`src/rtl/ps2_cmd_seq.sv`:
```
// Host-side PS/2 command sequencer: sends a command (plus optional argument) through
// the controller, collects the device response with retries, and forwards scan codes.

package ps2_pkg;
    typedef struct packed {
        logic parity_error;
        logic frame_error;
        logic clk_timeout;
        logic rqst_timeout;
    } flags_t;
endpackage

module ps2_cmd_seq #(
    parameter int MAX_RETRY   = 3,
    parameter int ACK_TIMEOUT = 2_000_000
) (
    input  logic                 clk,
    input  logic                 rst_n,
    input  logic                 cmd_valid,
    output logic                 cmd_ready,
    input  logic [7:0]           cmd_byte,
    input  logic                 cmd_has_arg,
    input  logic [7:0]           cmd_arg,
    output logic                 rsp_valid,
    output logic [2:0]           rsp_code,
    output logic                 rx_valid,
    output logic [7:0]           rx_byte,
    output logic                 rx_err,
    output logic                 ps2_en,
    output logic                 ps2_tx_rqst,
    output logic [7:0]           ps2_tx_data,
    input  logic                 ps2_valid,
    input  ps2_pkg::flags_t      ps2_flags,
    input  logic [7:0]           ps2_rx_data
);

    localparam int RW = (MAX_RETRY > 0) ? $clog2(MAX_RETRY + 1) : 1;
    localparam int TW = (ACK_TIMEOUT > 1) ? $clog2(ACK_TIMEOUT) : 1;

    localparam logic [2:0] RSP_OK         = 3'd0;
    localparam logic [2:0] RSP_TX_FAIL    = 3'd1;
    localparam logic [2:0] RSP_RESEND_EXH = 3'd2;
    localparam logic [2:0] RSP_ACK_TO     = 3'd3;
    localparam logic [2:0] RSP_BAD_RSP    = 3'd4;

    typedef enum logic [2:0] {
        S_RECOVER,
        S_IDLE,
        S_TX,
        S_TX_REL,
        S_WAIT_RSP
    } state_t;

    state_t        state, state_d;
    logic          tgt_tx, tgt_tx_d;
    logic [7:0]    cur, cur_d;
    logic [7:0]    arg, arg_d;
    logic          has_arg, has_arg_d;
    logic          arg_sent, arg_sent_d;
    logic [RW-1:0] retry_cnt, retry_cnt_d;
    logic [TW-1:0] to_cnt, to_cnt_d;
    logic          rsp_valid_d, rx_valid_d, rx_err_d;
    logic [2:0]    rsp_code_d;
    logic [7:0]    rx_byte_d;

    logic          ps2_err;
    logic          fail, fail_line, fin;
    logic [2:0]    fin_code;

    assign ps2_err = ps2_flags.parity_error | ps2_flags.frame_error |
                     ps2_flags.clk_timeout  | ps2_flags.rqst_timeout;

    // cmd: a command transfers on a rising edge where cmd_valid && cmd_ready; a received
    // byte in the same cycle has priority, so cmd_ready drops combinationally with ps2_valid.
    assign cmd_ready   = (state == S_IDLE) && !ps2_valid;
    assign ps2_en      = (state != S_RECOVER);
    assign ps2_tx_rqst = (state == S_TX);
    assign ps2_tx_data = cur;

    always_ff @(posedge clk or negedge rst_n) begin
        if (!rst_n) begin
            state     <= S_RECOVER;
            tgt_tx    <= 1'b0;
            cur       <= '0;
            arg       <= '0;
            has_arg   <= 1'b0;
            arg_sent  <= 1'b0;
            retry_cnt <= '0;
            to_cnt    <= '0;
            rsp_valid <= 1'b0;
            rsp_code  <= RSP_OK;
            rx_valid  <= 1'b0;
            rx_byte   <= '0;
            rx_err    <= 1'b0;
        end else begin
            state     <= state_d;
            tgt_tx    <= tgt_tx_d;
            cur       <= cur_d;
            arg       <= arg_d;
            has_arg   <= has_arg_d;
            arg_sent  <= arg_sent_d;
            retry_cnt <= retry_cnt_d;
            to_cnt    <= to_cnt_d;
            rsp_valid <= rsp_valid_d;
            rsp_code  <= rsp_code_d;
            rx_valid  <= rx_valid_d;
            rx_byte   <= rx_byte_d;
            rx_err    <= rx_err_d;
        end
    end

    always_comb begin
        state_d     = state;
        tgt_tx_d    = tgt_tx;
        cur_d       = cur;
        arg_d       = arg;
        has_arg_d   = has_arg;
        arg_sent_d  = arg_sent;
        retry_cnt_d = retry_cnt;
        to_cnt_d    = to_cnt;
        rsp_valid_d = 1'b0;
        rsp_code_d  = rsp_code;
        rx_valid_d  = 1'b0;
        rx_byte_d   = rx_byte;
        rx_err_d    = 1'b0;
        fail        = 1'b0;
        fail_line   = 1'b0;
        fin         = 1'b0;
        fin_code    = RSP_OK;

        case (state)
            S_RECOVER: begin
                state_d = tgt_tx ? S_TX : S_IDLE;
            end
            S_IDLE: begin
                if (ps2_valid) begin
                    if (ps2_err) begin
                        rx_err_d = 1'b1;
                        tgt_tx_d = 1'b0;
                        state_d  = S_RECOVER;
                    end else begin
                        rx_byte_d  = ps2_rx_data;
                        rx_valid_d = 1'b1;
                    end
                end else if (cmd_valid) begin
                    cur_d       = cmd_byte;
                    arg_d       = cmd_arg;
                    has_arg_d   = cmd_has_arg;
                    arg_sent_d  = 1'b0;
                    retry_cnt_d = '0;
                    state_d     = S_TX;
                end
            end
            S_TX: begin
                if (ps2_valid) begin
                    if (ps2_err) begin
                        fail      = 1'b1;
                        fail_line = 1'b1;
                    end else begin
                        state_d = S_TX_REL;
                    end
                end
            end
            S_TX_REL: begin
                to_cnt_d = '0;
                state_d  = S_WAIT_RSP;
            end
            S_WAIT_RSP: begin
                to_cnt_d = to_cnt + TW'(1);
                if (ps2_valid) begin
                    if (ps2_err) begin
                        fail      = 1'b1;
                        fail_line = 1'b1;
                    end else if (ps2_rx_data == 8'hFA) begin
                        if (has_arg && !arg_sent) begin
                            cur_d       = arg;
                            arg_sent_d  = 1'b1;
                            retry_cnt_d = '0;
                            state_d     = S_TX;
                        end else begin
                            fin = 1'b1;
                        end
                    end else if (ps2_rx_data == 8'hFE) begin
                        fail = 1'b1;
                    end else begin
                        fin      = 1'b1;
                        fin_code = RSP_BAD_RSP;
                    end
                end else if (to_cnt == TW'(ACK_TIMEOUT - 1)) begin
                    fin      = 1'b1;
                    fin_code = RSP_ACK_TO;
                end
            end
            default: begin
                state_d = S_RECOVER;
            end
        endcase

        // A retry re-sends cur after one inhibit cycle; exhaustion ends the command.
        if (fail) begin
            if (retry_cnt < RW'(MAX_RETRY)) begin
                retry_cnt_d = retry_cnt + RW'(1);
                tgt_tx_d    = 1'b1;
                state_d     = S_RECOVER;
            end else begin
                fin      = 1'b1;
                fin_code = fail_line ? RSP_TX_FAIL : RSP_RESEND_EXH;
            end
        end

        if (fin) begin
            rsp_valid_d = 1'b1;
            rsp_code_d  = fin_code;
            tgt_tx_d    = 1'b0;
            state_d     = (fin_code == RSP_OK) ? S_IDLE : S_RECOVER;
        end
    end

endmodule
```
`config.mk`:
```
export PLATFORM = sky130hd
export DESIGN_NAME = ps2_cmd_seq
export DESIGN_NICKNAME = d
export VERILOG_FILES = /design/src/rtl/ps2_cmd_seq.sv
export SDC_FILE = /design/constraint.sdc
export NUM_CORES = 1
export LEC_CHECK = 0
export BUFFER_PORTS_ARGS = -buffer_cell sky130_fd_sc_hd__buf_4
export CAP_MARGIN = 20
export CELL_PAD_IN_SITES_DETAIL_PLACEMENT = 1
export CELL_PAD_IN_SITES_GLOBAL_PLACEMENT = 1
export CORE_ASPECT_RATIO = 2
export CORE_MARGIN = 8
export CORE_UTILIZATION = 44
export CTS_BUF_LIST = sky130_fd_sc_hd__clkbuf_4 sky130_fd_sc_hd__clkbuf_8
export CTS_CLUSTER_DIAMETER = 120
export DETAILED_ROUTE_END_ITERATION = 12
export PLACE_DENSITY_LB_ADDON = 0.3
export SETUP_SLACK_MARGIN = 0.5
export SLEW_MARGIN = 20
export SYNTH_ARGS = -nofsm -noshare
export SYNTH_HDL_FRONTEND = slang
export SYNTH_SLANG_ARGS = --single-unit
```
`constraint.sdc`:
```
create_clock -name clk -period 2.4 [get_ports clk]
set_clock_uncertainty 0.15 [all_clocks]
set_input_delay 0.48 -clock clk [delete_from_list [all_inputs] [get_ports clk]]
set_output_delay 0.48 -clock clk [all_outputs]
set_load 0.02 [all_outputs]
```
Yosys cells after proc, flatten, opt, wreduce, memory -nomap -nowiden --
Cells that the tools add are included. Widths: inputs -> output; s select.
Storage, ports and cells: register bits 59, latch bits 0, memory bits (writable) 0, bits in read-only memories 0, word-level logic and storage cells 123, memories 0
Cells by class: add/sub/neg operators 2, $mul 0, divide/modulo/power cells 0, order comparisons 1, equality and inequality tests 13, shift operators 0, mux-type cells 76, bitwise logic cells 5, reduce and logical (&&, ||, !) cells 13
Operators by type and width (count):
- $mux 3 | 19
- $mux 8 | 6
- $pmux 21 s2 | 1
- $mux 1 | 34
- $mux 2 | 11
- $add 21x1->21 const B | 1
- $eq 21x21->1 const B | 1
- $eq 8x8->1 const B | 2
- $pmux 8 s2 | 1
- $pmux 3 s5 | 1
- $ne 2x2->1 const B | 6
- $reduce_and 7->1 | 1
- $eq 3x2->1 const B | 2
- $logic_not 3->1 | 2
- $reduce_and 3->1 | 2
- $pmux 1 s2 | 2
- $pmux 2 s2 | 1
- $reduce_bool 2->1 | 2
- $eq 3x1->1 const B | 1
- $eq 3x3->1 const B | 1
- $or 1x1->1 | 3
- $reduce_bool 3->1 | 1
- $add 2x1->2 const B | 1
- $logic_and 1x1->1 | 2
- other kinds (4) | 6

Longest topological paths before layout --
Gate-level depths: netlist of the first run.
word-level depth 12, mapped depth 8

Worst setup path before layout of the first run --
OpenSTA, ideal clock, no wires.
path kind input port to flip-flop, from input port ps2_flags[2] (netlist name), to register rx_byte[0], library setup time 125 ps, arrival time 1831 ps, required time 2125 ps, slack 294 ps, stages on the path 4, path buffers 1, cells stage by stage or4_1 -> or3_1 -> buf_6 -> mux2_4
On the way: cells in the longest elaborated chain, start to end 5
RTL lines:
- from (decl) | line 33 | input ps2_pkg::flags_t ps2_flags,
- $or 1x1->1 (2 in a row) | line 70 | assign ps2_err = ps2_flags.parity_error | ps2_flags.frame_error |
- $or 1x1->1 | line 71 | ps2_flags.clk_timeout | ps2_flags.rqst_timeout;
- $not 1->1 (no line)
- $reduce_and 3->1 (no line)
- to (signal assigned) | line 107 | rx_byte <= rx_byte_d;
- to (decl) | line 27 | output logic [7:0] rx_byte,
No other way between the ends. A chain may end at the register's enable or synchronous reset.

Worst setup path in the final report of the first run --
from register state[1], to register retry_cnt[1]
On the way: cells in the longest elaborated chain, start to end 4
RTL lines:
- from (decl) | line 54 | state_t state, state_d;
- from (signal assigned) | line 96 | state <= state_d;
- $eq 3x3->1 or $eq 3x1->1 (tied branches) | line 131 | case (state)
- $pmux 2 s2 | line 131
- $mux 2 | line 201 | if (retry_cnt < RW'(MAX_RETRY)) begin
- $mux 2 * | line 200 | if (fail) begin
- via retry_cnt_d[1] | line 60 | logic [RW-1:0] retry_cnt, retry_cnt_d;
- to (signal assigned) | line 102 | retry_cnt <= retry_cnt_d;
- to (decl) | line 60
Mark *: on every way through the listed nets, which the timed path passes. The rest lies on a longest branch.

==> results of run 1 <==
-- cell usage after synthesis, types with 2 or more instances --
library cell	count
ha_1	2
mux2_1	3
dfrtp_1	59
or4_1	2
buf_6	2
and2_1	2
buf_4	2
nor3b_2	2
inv_1	7
mux2i_1	13
nor4_1	4
nor2_1	14
nand2_1	29
or3_1	2
o21ai_1	8
clkbuf_1	5
mux2_4	8
buf_2	3
a21oi_1	4
mux2_2	6
nor3_1	2
nand3_1	18
o211ai_1	3
o21ai_0	24
nand4_1	10
a31oi_1	4
o31ai_1	3
-- worst reg2reg max path, delay by kind of cell (launching register included) --
kind / cells / cell delay [ns]
buffers and inverters: 3 / 0.51
AOI/OAI and AO/OA: 3 / 0.31
and+or+nand+nor: 2 / 0.64
DFF: 1 / 0.46
-- worst paths after layout --
check | start | to | slack, ns
max | state[1] | retry_cnt[1] | 0.17
min | rst_n | to_cnt[19] | 0.04
max reg2reg | state[1] | retry_cnt[1] | 0.17
min reg2reg | ps2_tx_data[5] | ps2_tx_data[5] | 0.35
max in group asynchronous | rst_n | to_cnt[14] | 1.49
min in group clk | cmd_arg[1] | arg[1] | 0.20
-- area by class of cell --
type | count | share of cell area, %
Clock inverter | 4 | 1.66
Inverter | 7 | 0.601
Tap cell | 88 | 2.52
Timing Repair Buffer | 103 | 20.0
Clock buffer | 12 | 3.63
Multi-Input combinational cell | 191 | 37.6
Sequential cell | 59 | 34.0
-- metal layers --
layer	track usage, %	wire (um)	vias up	part of all wire (%)
met1	25.3	4370	1442	35
li1	-	-	1202	-
met5	0	0	-	0
met2	38.4	6630	127	54
met4	12.7	695	0	5.6
met3	5.58	638	52	5.2
-- cell families (layout without fill, tap and decap cells) --
logic type               Yosys count  count (layout)  share of synthesized area (%)
AO/OA/AOI/OAI                     60              60                           14.0
XOR/XNOR                           1               1                          0.303
adder cells (fa/ha/maj)            2               2                          0.867
buffers and inverters             19             126                           3.38
flip-flops                        59              59                           51.1
multiplexers                      30              30                           12.2
AND/OR/NAND/NOR                   97              98                           18.1
-- where the power goes --
| part | switching (mW) | leakage (nW) | internal (mW) |
|---|---|---|---|
| combinational | 1.01 | 1.11 | 0.979 |
| clock | 0.452 | 0.116 | 0.652 |
| sequential | 0.283 | 0.761 | 1.28 |
-- timing repair --
| item | in CTS | in global routing |
|---|---|---|
| pin swaps | 11 | 18 |
| resized for setup | 33 | 66 |
| endpoints found under the setup margin | 55 | 57 |
| gates cloned | 1 | 1 |
| setup buffers | 19 | 16 |
| hold buffers | 0 | 0 |
-- cell usage in the layout (no fill, tap or decap), types with 2 or more instances in the layout --
cell type and count:
a21oi_1 3, a31oi_1 3, a31oi_4 2, and2_4 2, buf_12 3, buf_4 87
buf_6 12, bufinv_16 2, clkbuf_8 11, dfrtp_1 49, dfrtp_2 10, inv_1 7
mux2_4 17, mux2i_1 12, nand2_1 19, nand2_2 5, nand2_4 5, nand3_1 11
nand3_2 7, nand4_1 10, nor2_1 10, nor2_4 3, nor3_4 2, nor4_1 2
nor4_2 2, o211ai_1 3, o21ai_0 9, o21ai_1 16, o21ai_2 8, o31ai_1 2
o41ai_2 2, or3_4 3, or3b_4 2, or4_4 3
-- state kept, by name, summed over array words and instances (netlist names) --
name / flops
rx_valid: 1
ps2_tx_data: 8
arg: 8
rx_byte: 8
rsp_code: 3
tgt_tx: 1
retry_cnt: 2
rx_err: 1
has_arg: 1
state: 3
arg_sent: 1
rsp_valid: 1
to_cnt: 21
==> summary.md, run 1 <==
| Metric | Value |
|---|---|
| Fillers | 658 |
| Clock slew at reported path FFs | 0.10 ns |
| Mean Syn Cell Area | 10.8 um2 |
| Via count | 2823 |
| WHS | 0.0358 ns |
| Crit. path cell count | 8 |
| Cts bufs inserted | 9 |
| Post-route design area | 4370 um2 |
| Final Max Tran Viols | 0 |
| Mapped Nets | 303 |
| Setup_tns | 0 ns |
| First-pass GRT wire length | 16500 um |
| Area Overhead vs Synth | 51.5% |
| Placed Cells | 411 |
| Fraction of registers with async set/reset | 100% |
| Die area | 9570 um2 |
| Slowest cell on crit path | dfrtp_2 |
| CP Cell Sequence | or3b_4 -> buf_6 -> nor3b_4 -> buf_6 -> a31oi_4 -> buf_6 -> o211ai_1 -> o31ai_2 |
| Unrepaired setup endpoints after global routing | yes |
| Setup ws final | 0.167 ns |
| CTS root buf | clkbuf_8 |
| Crit Path Category | reg -> reg |
| Global route overflow | 0 |
| H-tree levels | 3 |
| Final hold vios | 0 |
| Initial DRC count | 183 |
| Fmax | 448 MHz |
| Crit path top cell by count | buf_6 |
| Max FO, Critical Path | 5 |
| Dpl ws | 0.0390 ns |
| Fin cells | 464 |
| Storage cell area | 1490 um2 |
| #FFs+latches synth | 59 |
| Leak | 1.99 nW |
| Setup violators final | 0 |
| Clk sink count | 59 |
| Share of Yosys cell area claimed by the top area cell type | 51.1% |
| Sequential area share after synthesis | 51.1% |
| Final net count | 406 |
| Die Y-Extent | 131 um |
| Initial antenna violation count | 0 |
| Drt wl/cell | 26.6 um |
| Synth top area cells | dfrtp_1, mux2i_1, o21ai_0 |
| IO Pins | 58 |
| DP Wirelength | 5530 um |
| Slew headroom | 48.4% |
| Cells after synthesis | 268 |
| Synth area leader | dfrtp_1 |
| EDFF count, synth | 0 |
| Final min period | 2.23 ns |
| Number of global-route vias before repair | 2969 |
| Worst skew pair latency | 0.37 ns |
| Clock Path Buffers | 2 |
| Slew @ Worst Pin | 0.775 ns |
| Std-Cell Rows | 42 |
| Worst r2r path cells | 8 |
| Outcome | completed |
| Pwr Total | 4.66 mW |
| Post-DP Area | 3480 um2 |
| Worst path bufs/invs | 3 |
| # diodes | 0 |
| Delay-heaviest family, CP | simple AND/OR/NAND/NOR gates |
| Ys Warns | 0 |
| Fin util | 67.7% |
| CP startpoint kind | flip-flop |
| Largest net degree at the start of global routing | 60 |
| TritonRoute pass-1 iters | 4 |
| Post-synth cell types | 54 |
| CP Capture Type | flip-flop |
| Core ar. | 6460 um2 |
| Arr. time, crit path | 2.31 ns |
| Final period util | 93.1% |
| Max cap viols | 0 |
| GPL Wtd Cong | 0.788 |
| Worst EP required | 2.48 ns |
| # port buffers | 57 |
| Cell area power density | 1060 nW/um2 |
| Initial Util | 44.7% |
| Peak supply drop | 0.887 mV |
| Class of the worst hold path | in -> async |
| Detailed Route WL | 12300 um |
| CTS tree | yes |
| Die X | 73.3 um |
| Via density | 6.08 |
| Overall routing resource usage | 22.8% |
| Cell Area, Synth | 2890 um2 |
| Share of cells above drive strength 1 | 54.8% |
| Remaining antenna violation count | 0 |
| Multi-input logic area | 1640 um2 |
| Synth Flop Type | dfrtp_1 |
| DRC Markers | 0 |
| CP max stage delay | 0.46 ns |
Power figures use the tool's default switching activity.
==> run 2: changes to the inputs <==
--- a/config.mk
+++ b/config.mk
@@ -6,15 +6,15 @@
 export NUM_CORES = 1
 export LEC_CHECK = 0
 export BUFFER_PORTS_ARGS = -buffer_cell sky130_fd_sc_hd__buf_4
-export CAP_MARGIN = 20
 export CELL_PAD_IN_SITES_DETAIL_PLACEMENT = 1
 export CELL_PAD_IN_SITES_GLOBAL_PLACEMENT = 1
 export CORE_ASPECT_RATIO = 2
 export CORE_MARGIN = 8
-export CORE_UTILIZATION = 44
+export CORE_UTILIZATION = 40
 export CTS_BUF_LIST = sky130_fd_sc_hd__clkbuf_4 sky130_fd_sc_hd__clkbuf_8
 export CTS_CLUSTER_DIAMETER = 120
 export DETAILED_ROUTE_END_ITERATION = 12
+export GPL_ROUTABILITY_DRIVEN = 0
 export PLACE_DENSITY_LB_ADDON = 0.3
 export SETUP_SLACK_MARGIN = 0.5
 export SLEW_MARGIN = 20
==> constraint.sdc (replaced) <==
create_clock -name clk -period 1.91 [get_ports clk]
set_clock_uncertainty 0.15 [all_clocks]
set_input_delay 0.382 -clock clk [delete_from_list [all_inputs] [get_ports clk]]
set_output_delay 0.382 -clock clk [all_outputs]
set_load 0.02 [all_outputs]
==> run 2 against run 1 <==
The run now ends with setup timing left. Design area is 18% higher. First-iteration DRC count is 11% higher. Largest cell class unchanged. Count of clock-buffer cells in the layout is 2 lower. Worst hold slack better by 0.053 ns. Maximum frequency is 0.67% higher. Final cell count is 13% higher. Via count is 17% higher.
==> summary.md, run 2 (same netlist as run 1, synthesis figures left out) <==
| Metric | Value |
|---|---|
| Share of cells above drive strength 1 | 64.6% (+9.8 points) |
| Fmax | 451 MHz (+0.67%) |
| Outcome | finished with violations |
| Via count | 3316 (+17%) |
| Final period util | 116% (+23 points) |
| Std-Cell Rows | 44 (+4.8%) |
| Slew @ Worst Pin | 0.594 ns (-0.180 ns) |
| Slew headroom | 60.0% (+12 points) |
| Setup ws final | -0.309 ns (-0.475 ns) |
| Most common cell after layout, fill and taps aside | buf_4 |
| Leak | 2.38 nW (+20%) |
| Drt wl/cell | 31.8 um (+20%) |
| Pwr Total | 6.72 mW (+44%) |
| Global route overflow | 0 (unchanged) |
| Worst skew pair latency | 0.37 ns (about the same) |
| # port buffers | 57 (unchanged) |
| Cell area power density | 1300 nW/um2 (+22%) |
| # diodes | 0 (unchanged) |
| Crit Path Category | reg -> reg |
| Overall routing resource usage | 23.9% (+1.1 points) |
| Fin util | 72.7% (+5.0 points) |
| Number of global-route vias before repair | 3290 (+11%) |
| Initial Util | 40.6% (-4.0 points) |
| CTS tree | yes |
| Final hold vios | 0 (unchanged) |
| Commonest non-fill, non-tap cells in the layout | buf_4, dfrtp_1, buf_6, nand2_1 |
| Initial DRC count | 203 (+11%) |
| Remaining antenna violation count | 0 (unchanged) |
| Die X | 76.1 um (+3.8%) |
| CP startpoint kind | flip-flop |
| Arr. time, crit path | 2.30 ns (about the same) |
| Post-DP Area | 3770 um2 (+8.3%) |
| Post-route design area | 5160 um2 (+18%) |
| DRC Markers | 0 (unchanged) |
| Final Max Tran Viols | 0 (unchanged) |
| Core ar. | 7100 um2 (+9.9%) |
| Cts bufs inserted | 9 (unchanged) |
| Area Overhead vs Synth | 78.8% |
| Clock Path Buffers | 2 (unchanged) |
| Max cap viols | 0 (unchanged) |
| Max FO, Critical Path | 8 (+3) |
| Initial antenna violation count | 0 (unchanged) |
| Peak supply drop | 0.805 mV (-9.2%) |
| Clk sink count | 59 (unchanged) |
| Die Y-Extent | 136 um (+4.3%) |
| DP Wirelength | 6170 um (+12%) |
| H-tree levels | 3 (unchanged) |
| Class of the worst hold path | in -> reg |
| Failing checks | setup timing |
| TritonRoute pass-1 iters | 4 (unchanged) |
| Die area | 10400 um2 (+8.3%) |
| First-pass GRT wire length | 18900 um (+15%) |
| Unrepaired setup endpoints after global routing | yes |
| IO Pins | 58 (unchanged) |
| Clock slew at reported path FFs | 0.08 ns (-0.02 ns) |
| Final min period | 2.22 ns (-0.0148 ns) |
| Detailed Route WL | 16700 um (+35%) |
| CTS root buf | clkbuf_8 |
| Worst EP required | 1.99 ns (-0.49 ns) |
| Largest register FFs | 21 (unchanged) |
| CP Capture Type | flip-flop |
| Setup violators final | 56 (+56) |
| WHS | 0.0891 ns (+0.0533 ns) |
| Final net count | 462 (+14%) |
| Via density | 6.33 (+4.0%) |
| Largest register by flop count | to_cnt |
| Largest net degree at the start of global routing | 26 (-57%) |
[run 2: what timing repair did]
item	in CTS	in global routing
cloned	3	3
hold buffers	1	0
setup endpoints to repair	83	83
buffers inserted	26	30
pin swaps	27	23
hold endpoints to repair	22	0
resized for setup	108	53
[run 2: final timing paths]
check / slack (ns) / from / to / depth (start not counted)
max in group asynchronous: 0.71 / rst_n / state[0] / 3
hold / removal: 0.09 / cmd_arg[4] / arg[4] / 2
setup / recovery: -0.31 / state[1] / retry_cnt[0] / 8
min in group asynchronous: 0.33 / rst_n / rx_byte[4] / 2
hold reg to reg: 0.38 / arg[4] / arg[4] / 1
setup reg to reg: -0.31 / state[1] / retry_cnt[0] / 8
[run 2: worst max-delay path: stages, from the launching register on]
cell and delay (ns):
dfrtp_2 0.47, or3b_4 0.44, buf_6 0.15, nor3b_4 0.25, buf_12 0.18, buf_6 0.11
a31oi_4 0.05, o211ai_1 0.15, o31ai_1 0.13
[run 2: per-layer routing]
layer	vias to the layer above	global-route usage (%)	routed length [um]
met1	1699	23.8	5400
met5	-	0	0
met3	95	4.83	925
met2	209	45.2	9130
li1	1313	-	-
met4	0	12.4	1200
[run 2: stage by stage]
step                      cells  worst slack [ns]  TNS (ns)
final                       524            -0.309    -10.39
after CTS                   491            -0.166     -3.02
after detailed placement    445            -0.255     -4.93
after global placement      445            -0.222     -3.88
after floorplan             268           -0.0603    -0.533
after global routing        524            -0.361    -11.78
[run 2: where the power goes]
part	internal [mW]	total, mW	leakage [nW]	switching [mW]
registers	1.61	1.96	0.770	0.351
logic	1.75	3.39	1.50	1.64
clock network	0.770	1.37	0.108	0.597
[run 2: layout make-up]
type                       count  area, um2
clock buffer                  10        138
clock inverter                 6       88.8
fill                         674       1940
inverter                       7       26.3
multi-input combinational    192       1780
sequential                    59       1480
tap                           92        115
timing repair buffer         158       1530
==> run 3: changes to the inputs <==
--- a/config.mk
+++ b/config.mk
@@ -8,7 +8,6 @@
 export BUFFER_PORTS_ARGS = -buffer_cell sky130_fd_sc_hd__buf_4
 export CELL_PAD_IN_SITES_DETAIL_PLACEMENT = 1
 export CELL_PAD_IN_SITES_GLOBAL_PLACEMENT = 1
-export CORE_ASPECT_RATIO = 2
 export CORE_MARGIN = 8
 export CORE_UTILIZATION = 40
 export CTS_BUF_LIST = sky130_fd_sc_hd__clkbuf_4 sky130_fd_sc_hd__clkbuf_8
==> run 3 against run 2 <==
Power decreased by 1.1%. Critical path type unchanged. Global-route usage fell by 1.6 points. Final cell count grew 0.38%. The flow still finishes with violations (setup timing).
==> summary.md, run 3 (same netlist as run 1, synthesis figures left out) <==
| Metric | Value |
|---|---|
| CTS root buf | clkbuf_8 |
| Initial DRC count | 230 (+13%) |
| Unrepaired setup endpoints after global routing | yes |
| CP Capture Type | flip-flop |
| M2 GR Usage | 40.5% (-4.7 points) |
| Cell area power density | 1270 nW/um2 (-2.3%) |
| Detailed Route WL | 15000 um (-9.7%) |
| Slew headroom | 65.2% (+5.1 points) |
| Final hold vios | 0 (unchanged) |
| WHS | 0.0981 ns (+0.00907 ns) |
| CP startpoint kind | flip-flop |
| Peak supply drop | 0.830 mV (+3.1%) |
| Commonest non-fill, non-tap cells in the layout | buf_4, dfrtp_1, buf_6, mux2_4, o21ai_1 |
| TritonRoute pass-1 iters | 4 (unchanged) |
| # port buffers | 57 (unchanged) |
| Clock slew at reported path FFs | 0.09 ns (about the same) |
| Most Crowded Layer GR | met2 |
| Drt wl/cell | 28.6 um (-10%) |
| Final net count | 457 (-1.1%) |
| Setup violators final | 48 (-14%) |
| Met3 Use GR | 5.52% (+0.69 points) |
| Worst skew pair latency | 0.36 ns (about the same) |
| Die X | 101 um (+33%) |
| Pwr Total | 6.64 mW (-1.1%) |
| Largest register by flop count | to_cnt |
| Overall routing resource usage | 22.3% (-1.6 points) |
| # diodes | 0 (unchanged) |
| Initial Util | 40.4% (-0.20 points) |
| Final period util | 117% (+0.45 points) |
| Global route overflow | 0 (unchanged) |
| H-tree levels | 3 (unchanged) |
| Via count | 3137 (-5.4%) |
| CTS tree | yes |
| Cts bufs inserted | 9 (unchanged) |
| Fmax | 449 MHz (-0.38%) |
| Crit Path Category | reg -> reg |
| Share of cells above drive strength 1 | 66.5% (+1.9 points) |
| Area Overhead vs Synth | 80.9% |
| Setup ws final | -0.317 ns (-0.00854 ns) |
| Failing checks | setup timing |
| Arr. time, crit path | 2.30 ns (about the same) |
| First-pass GRT wire length | 17200 um (-9.1%) |
| Fillers | 699 (+3.7%) |
| DRC Markers | 0 (unchanged) |
| DP Wirelength | 6200 um (+0.47%) |
| Final min period | 2.23 ns (+0.00854 ns) |
| Via density | 5.96 (-5.8%) |
| Largest net degree at the start of global routing | 38 (+46%) |
| Clock Path Buffers | 2 (unchanged) |
| Fin util | 73.2% (+0.48 points) |
| Die Y-Extent | 101 um (-26%) |
| Most common cell after layout, fill and taps aside | buf_4 |
| Die area | 10200 um2 (-1.6%) |
| Largest register FFs | 21 (unchanged) |
| Outcome | finished with violations |
| Class of the worst hold path | in -> reg |
| Initial antenna violation count | 0 (unchanged) |
| Std-Cell Rows | 31 (-30%) |
| IO Pins | 58 (unchanged) |
| Remaining antenna violation count | 0 (unchanged) |
| Worst EP required | 1.98 ns (about the same) |
| Post-route design area | 5220 um2 (+1.2%) |
| Leak | 2.46 nW (+3.3%) |
| Core ar. | 7140 um2 (+0.49%) |
| GRT met1 Usage | 24.1% (+0.26 points) |
| Post-DP Area | 3810 um2 (+1.1%) |
| Max cap viols | 0 (unchanged) |
| Max FO, Critical Path | 7 (-1) |
| Slew @ Worst Pin | 0.517 ns (-0.0773 ns) |
| Final Max Tran Viols | 0 (unchanged) |
| Number of global-route vias before repair | 3188 (-3.1%) |
| Clk sink count | 59 (unchanged) |
[run 3: layout make-up]
class / count / area, um2 / share of cell area [%]
clock buffers: 10 / 138 / 2.64
clock inverters: 6 / 88.8 / 1.70
inverters: 7 / 26.3 / 0.503
multi-input cells: 190 / 1860 / 35.6
flip-flops and latches: 59 / 1480 / 28.3
well taps: 99 / 124 / 2.37
repair buffers: 155 / 1510 / 28.9
[run 3: metrics by stage]
step | worst slack, ns | std cells | TNS, ns
after global placement | -0.246 | 453 | -3.41
after detailed placement | -0.288 | 453 | -4.28
after floorplan | -0.0603 | 268 | -0.533
final | -0.317 | 526 | -5.37
after global routing | -0.345 | 526 | -6.95
after CTS | -0.135 | 495 | -1.81
[run 3: path summary, 6_finish.rpt]
path | start | endpoint | slack, ns | depth (start not counted)
worst min-delay path | cmd_has_arg | has_arg | 0.1 | 2
worst max register to register | state[0] | retry_cnt[0] | -0.32 | 7
min in group asynchronous | rst_n | to_cnt[2] | 0.33 | 2
worst min register to register | arg[5] | arg[5] | 0.38 | 1
max in group asynchronous | rst_n | ps2_tx_data[3] | 0.76 | 3
worst max-delay path | state[0] | retry_cnt[0] | -0.32 | 7
[run 3: routing by layer]
metal	part of all wire (%)	wire length, um
met1	37	5530
met5	0	0
met2	53	8000
met4	4.4	659
met3	5.7	851
[run 3: where the power goes]
group	switching [mW]	internal (mW)
Sequential	0.332	1.60
Combinational	1.53	1.77
Clock	0.630	0.771
Total	2.50	4.14
[run 3: repair_timing]
item,4_1_cts,5_1_grt
hold buffers,1,0
buffers inserted,23,29
pin swaps,10,33
cloned,2,2
setup endpoints to repair,81,84
endpoints found under the hold margin,22,0
resized for setup,72,104
[run 3: critical path: stages, from the launching register on]
cell	delay, ns
dfrtp_1	0.42
buf_6	0.16
or3b_4	0.44
nor3_4	0.25
a31oi_4	0.15
buf_12	0.18
o211ai_1	0.15
o31ai_1	0.17
